===== config.mk =====
export PLATFORM = sky130hd
export DESIGN_NAME = basic_merger_sync_flat
export DESIGN_NICKNAME = d
export VERILOG_FILES = /design/src/rtl/basic_merger_sync_if.sv /design/src/rtl/basic_merger_sync.sv /design/src/flat_wrapper.sv
export SDC_FILE = /design/constraint.sdc
export NUM_CORES = 1
export LEC_CHECK = 0
export BUFFER_PORTS_ARGS = -buffer_cell sky130_fd_sc_hd__clkbuf_2
export CORE_MARGIN = 5
export CORE_UTILIZATION = 39
export CTS_BUF_LIST = sky130_fd_sc_hd__clkbuf_4 sky130_fd_sc_hd__clkbuf_8 sky130_fd_sc_hd__clkbuf_16
export CTS_CLUSTER_SIZE = 8
export DETAILED_ROUTE_END_ITERATION = 12
export HOLD_SLACK_MARGIN = 0.06
export PLACE_DENSITY_LB_ADDON = 0.12
export SLEW_MARGIN = 20
export SYNTH_ARGS = -nofsm -noshare
export SYNTH_HDL_FRONTEND = slang
export SYNTH_SLANG_ARGS = --single-unit

===== constraint.sdc =====
create_clock -name clk -period 2.9 [get_ports clk]
set_clock_uncertainty 0.15 [all_clocks]
set_input_delay 0.29 -clock clk [delete_from_list [all_inputs] [get_ports clk]]
set_output_delay 0.29 -clock clk [all_outputs]
set_load 0.01 [all_outputs]

===== src/rtl/basic_merger_sync_if.sv =====
// Pulse-line bundle for basic_merger_sync.
// The master drives the two toggle-encoded input lines; the slave (the merger)
// drives the merged toggle line plus its status outputs.
// Handshake: none. Every transition on in1/in2/out is one pulse, and there is
// no valid/ready pair. The upstream side must space transitions on each input
// at least one clk period apart, or the extra transitions are lost.
// warm_state exposes the merger's warm-up state so checkers can observe it.
interface basic_merger_sync_if #(
   parameter int CNT_W = 4
);
   logic             in1;
   logic             in2;
   logic             out;
   logic [CNT_W-1:0] pending;
   logic             coincide;
   logic             overflow;
   logic [1:0]       warm_state;

   modport master (
      output in1,
      output in2,
      input  out,
      input  pending,
      input  coincide,
      input  overflow,
      input  warm_state
   );

   modport slave (
      input  in1,
      input  in2,
      output out,
      output pending,
      output coincide,
      output overflow,
      output warm_state
   );
endinterface


===== src/rtl/basic_merger_sync.sv =====
// Clocked merger of two toggle-encoded pulse lines into one toggle-encoded line.
// Each input is synchronised and edge-detected. Detected pulses go into a
// saturating pending counter, which drains at up to one output toggle per clock.
// Coincident detections raise a one-cycle strobe. Any pulse dropped at
// saturation sets a sticky overflow flag.
module basic_merger_sync #(
   parameter int CNT_W            = 4,
   parameter bit MERGE_COINCIDENT = 1'b0
) (
   input logic                 clk,
   input logic                 rst_n,
   basic_merger_sync_if.slave  bus
);

   localparam int SW = CNT_W + 1;

   // Warm-up sequencer: two cycles after reset release before detection arms.
   typedef enum logic [1:0] {
      WARM_0 = 2'd0,
      WARM_1 = 2'd1,
      ARMED  = 2'd2
   } warm_e;

   // Bit 0 belongs to in1 and bit 1 belongs to in2 in all per-input vectors.
   logic [1:0]       sync1_q, sync1_d;
   logic [1:0]       sync2_q, sync2_d;
   logic [1:0]       hist_q, hist_d;
   warm_e            warm_q, warm_d;
   logic             out_q, out_d;
   logic [CNT_W-1:0] pending_q, pending_d;
   logic             coincide_q, coincide_d;
   logic             overflow_q, overflow_d;

   logic             armed;
   logic [1:0]       det;
   logic [SW-1:0]    arrivals;
   logic [SW-1:0]    total;
   logic [SW-1:0]    after_emit;
   logic             emit;

   // Next-state logic: synchronise, detect, queue, emit, saturate.
   always_comb begin
      warm_d = warm_q;
      case (warm_q)
         WARM_0:  warm_d = WARM_1;
         WARM_1:  warm_d = ARMED;
         default: warm_d = ARMED;
      endcase
      armed = (warm_q == ARMED);

      sync1_d = {bus.in2, bus.in1};
      sync2_d = sync1_q;
      // While unarmed, history follows the value that sync2 is about to take.
      // An input resting at 1 through reset therefore matches its history
      // once detection arms.
      hist_d  = armed ? sync2_q : sync1_q;
      det     = armed ? (sync2_q ^ hist_q) : 2'b00;

      if (MERGE_COINCIDENT) begin
         arrivals = SW'(det[0] | det[1]);
      end else begin
         arrivals = SW'(det[0]) + SW'(det[1]);
      end

      // The extra counter bit absorbs pending_max + 2 without wrapping.
      total      = {1'b0, pending_q} + arrivals;
      emit       = (total != '0);
      after_emit = total - SW'(emit);

      pending_d  = after_emit[CNT_W-1:0];
      overflow_d = overflow_q;
      if (after_emit > {1'b0, {CNT_W{1'b1}}}) begin
         pending_d  = {CNT_W{1'b1}};
         overflow_d = 1'b1;
      end

      out_d      = out_q ^ emit;
      coincide_d = det[0] & det[1];
   end

   // State registers; asynchronous reset discards any queued pulses.
   always_ff @(posedge clk or negedge rst_n) begin
      if (!rst_n) begin
         sync1_q    <= 2'b00;
         sync2_q    <= 2'b00;
         hist_q     <= 2'b00;
         warm_q     <= WARM_0;
         out_q      <= 1'b0;
         pending_q  <= '0;
         coincide_q <= 1'b0;
         overflow_q <= 1'b0;
      end else begin
         sync1_q    <= sync1_d;
         sync2_q    <= sync2_d;
         hist_q     <= hist_d;
         warm_q     <= warm_d;
         out_q      <= out_d;
         pending_q  <= pending_d;
         coincide_q <= coincide_d;
         overflow_q <= overflow_d;
      end
   end

   assign bus.out        = out_q;
   assign bus.pending    = pending_q;
   assign bus.coincide   = coincide_q;
   assign bus.overflow   = overflow_q;
   assign bus.warm_state = warm_q;

endmodule

===== src/flat_wrapper.sv =====
// flat-port wrapper written by rule: the top's interface ports become plain ports
module basic_merger_sync_flat 
#(
   parameter int CNT_W            = 4,
   parameter bit MERGE_COINCIDENT = 1'b0
)
  (clk, rst_n, bus_in1, bus_in2, bus_out, bus_pending, bus_coincide, bus_overflow, bus_warm_state);
  basic_merger_sync_if #(.CNT_W(CNT_W)) bus_i ();
  input logic clk;
  input logic rst_n;
  input wire logic [$bits(bus_i.in1)-1:0] bus_in1;
  input wire logic [$bits(bus_i.in2)-1:0] bus_in2;
  output wire logic [$bits(bus_i.out)-1:0] bus_out;
  output wire logic [$bits(bus_i.pending)-1:0] bus_pending;
  output wire logic [$bits(bus_i.coincide)-1:0] bus_coincide;
  output wire logic [$bits(bus_i.overflow)-1:0] bus_overflow;
  output wire logic [$bits(bus_i.warm_state)-1:0] bus_warm_state;
  assign bus_i.in1 = bus_in1;
  assign bus_i.in2 = bus_in2;
  assign bus_out = bus_i.out;
  assign bus_pending = bus_i.pending;
  assign bus_coincide = bus_i.coincide;
  assign bus_overflow = bus_i.overflow;
  assign bus_warm_state = bus_i.warm_state;
  basic_merger_sync #(.CNT_W(CNT_W), .MERGE_COINCIDENT(MERGE_COINCIDENT)) u_core (.clk(clk), .rst_n(rst_n), .bus(bus_i));
endmodule

==> metrics.csv <==
metric,value,unit
Max Freq,0.336,GHz
area grow syn2layout,47.4,%
root buf cell,clkbuf_4,
Die X,52.8,µm
status,"complete, but fails checks",
fin. max-slew vios,0,
xor and xnor fraction of the mapped netlist area,6.14,%
cells after synthesis,61,
antenna-violating nets left,0,
ratio of cells with drive above 1 in the final layout,53.2,%
post-DR wirelength/cell,11.3,µm
post-synthesis compound-gate area fraction,5.96,%
RSZ-0062 raised after global routing,true,
via/cell ratio,4.43,
Max VDD drop,0.000699,V
largest net degree at the start of global routing,16,
Initial DRC Count,1,
Crit. End Element,flip-flop,
#FFs+latches synth,15,
Site Rows,15,
Final Cycle Share,103,%
Routed WL,1.35,mm
Worst setup SP type,flip-flop,
Synth Warn #,0,
top cell type's share of synthesized area,52.6,%
Clock transition at path regs,0.10,ns
final net count,105,
die area,0.00278,mm²
Hold Crit Endpoint,u_core.sync2_q[1]$_DFF_PN0_,
Worst R2R End,u_core.bus.pending[3]$_DFF_PN0_,
max cap viols,0,
r2r startpoint,u_core.sync2_q[0]$_DFF_PN0_,
GRT Util Overall,12.7,%
Place WS,-0.120,ns
HP Start,u_core.sync1_q[1]$_DFF_PN0_,
CP Max Fanout,4,
failing checks,setup timing,
sequential element share of the synthesized area,52.6,%
die height,52.8,µm
first-pass GRT wire length,2.48,mm
crit path time final,2.98,ns
post-synthesis area per instance,11.7,µm²
I/O Buffers,12,
Finished Layout Cells,119,
Lkg Pwr,0.505,nW
crit path kind,flip-flop to flip-flop,
Crit path arrival time,2.99,ns
"area leader, netlist",dfrtp_1,
largest family of logic cells by synthesized area,simple AND/OR/NAND/NOR gates,
Placed Cells,110,
num ports,13,
simple-gate share of the synthesized area,17.4,%
Worst-Margin Slew,0.375,ns
"Remaining Overflow, GRT",0,
"Net Count, Synth",71,
DRT Pass-1 Iters,2,
H-tree depth,1,
core area,0.00173,mm²
initial antenna violation count,0,
hold path depth,0,
Starting Density,41.3,%
Adder-Cell Fraction of Synth Area,11.6,%
Vias,527,
CTS tree,done,
mux contribution to synthesized area,3.16,%
PD cells,1040,mW/mm²
clk_lat worst skew,0.28,ns
ranking of synthesized cells by area,"dfrtp_1 53%, ha_1 8.8%, nand2_1 3.7%",
n_diodes,0,
"Distinct cells, synth",21,
final setup TNS,-0.268,ns
vias in the first global route,545,
total CTS buffers,3,
Mapped Area,713,µm²
Worst EP required,2.92,ns
Worst Reg-to-Reg Cells,15,
fill count,165,
# clock sinks,15,
routability congestion estimate,0.760,
DP HPWL,983,µm
Final Setup Violations,5,
Hold Path Class,flip-flop to flip-flop,
DR DRC count,0,
final setup margin,-0.0766,ns
Bufs on Longest Clock Path,2,
register-to-register setup slack,-0.08,ns
Fin. Hold Viols,0,
Min Hold Slack,0.230,ns
Slew headroom,75.0,%
[how the worst max path moves through the flow]
| stage | from | endpoint | slack (ns) |
|---|---|---|---|
| floorplan | u_core.bus.warm_state[0]$_DFF_PN0_ | u_core.bus.overflow$_DFFE_PN0N_ | -0.02 |
| global placement | u_core.sync2_q[0]$_DFF_PN0_ | u_core.bus.pending[3]$_DFF_PN0_ | -0.08 |
| detailed placement | u_core.sync2_q[0]$_DFF_PN0_ | u_core.bus.pending[3]$_DFF_PN0_ | -0.12 |
| CTS | u_core.hist_q[0]$_DFF_PN0_ | u_core.bus.pending[3]$_DFF_PN0_ | -0.05 |
| global route | u_core.sync2_q[0]$_DFF_PN0_ | u_core.bus.pending[3]$_DFF_PN0_ | -0.27 |
| finish | u_core.sync2_q[0]$_DFF_PN0_ | u_core.bus.pending[3]$_DFF_PN0_ | -0.08 |
[Yosys cell counts, drive strengths merged]
cell type	count
nand2	7
o21ai	1
inv	6
xor2	2
nor3	4
dfrtp	15
ha	5
a32oi	1
a21o	2
mux2	2
nand4	1
nor2b	1
fa	1
xnor2	3
nand2b	4
nand3	1
nor2	2
nor3b	1
o22ai	1
or2	1
[layout make-up]
type / instances / area, µm² / share of cell area, %
clock buffer: 3 / 22.5 / 2.14
sequential: 15 / 375 / 35.7
clock inverter: 1 / 5.00 / 0.476
timing repair buffer: 29 / 195 / 18.6
tap: 25 / 31.3 / 2.98
inverter: 6 / 22.5 / 2.14
multi-input combinational: 40 / 399 / 38.0
[layout by cell type (no fill, tap or decap), types with 3 or more instances in the layout]
| cell type | Yosys | layout |
|---|---|---|
| dlygate4sd3_1 | 0 | 3 |
| nand2_1 | 7 | 6 |
| inv_1 | 6 | 4 |
| clkbuf_2 | 0 | 12 |
| clkbuf_4 | 0 | 3 |
| dfrtp_1 | 15 | 15 |
| buf_4 | 0 | 14 |
| xnor2_1 | 3 | 3 |
[where the power goes]
| group | switching [W] | leakage (nW) | internal (W) | total [W] |
|---|---|---|---|---|
| registers | 0.0000643 | 0.172 | 0.000261 | 0.000325 |
| logic | 0.000307 | 0.316 | 0.000339 | 0.000646 |
| clock network | 0.0000710 | 0.0177 | 0.0000511 | 0.000122 |
| total | 0.000442 | 0.505 | 0.000652 | 0.00109 |
[per-stage QoR]
stage | instance area [µm²] | utilization (%) | power (W)
floorplan | 759 | - | 0.000696
global placement | 941 | 54.5 | 0.000895
detailed placement | 941 | 54.5 | 0.000899
CTS | 1020 | 59.1 | 0.00106
global route | 1050 | 60.9 | 0.00121
finish | 1050 | 60.9 | 0.00109
[worst max-delay path, cell delays in order (launching register included)]
cell and delay [ns]:
dfrtp_1 0.40, xnor2_1 0.17, nor2_1 0.07, ha_1 0.27, ha_2 0.18, inv_2 0.04, fa_2 0.36, nand2b_4 0.15
o21ai_2 0.12, nand4_2 0.13, ha_4 0.21, ha_4 0.18, nand2_4 0.08, nor3_4 0.04, nor3_4 0.21, nand2_1 0.09
[routing by layer]
metal / GRT usage [%] / wire length (µm) / part of all wire (%) / up-vias
met5: 0 / 0 / 0 / -
met4: 5.11 / 0 / 0 / 0
met3: 3.70 / 66 / 4.9 / 0
met2: 20.2 / 682 / 51 / 9
met1: 15.8 / 597 / 44 / 251
li1: - / - / - / 267
[cells by family after synthesis]
logic type / after synthesis
mux: 2
flops: 15
buf+inv: 6
xor+xnor: 5
simple gates: 22
compound gates: 5
fa+ha+maj: 6
[registers in the layout (all words and copies together), names as in the netlist]
signal / count
u_core.bus.coincide: 1
u_core.bus.warm_state: 2
u_core.sync2_q: 2
u_core.bus.overflow: 1
u_core.hist_q: 2
u_core.bus.out: 1
u_core.bus.pending: 4
u_core.sync1_q: 2
[timing repair]
action	CTS	global route
resized for setup	3	4
hold buffers	3	0
pin swaps	9	9
setup endpoints to repair	5	5
buffers inserted	1	1
endpoints found under the hold margin	17	0
gates cloned	0	0
(Power assumes the default switching activity.)
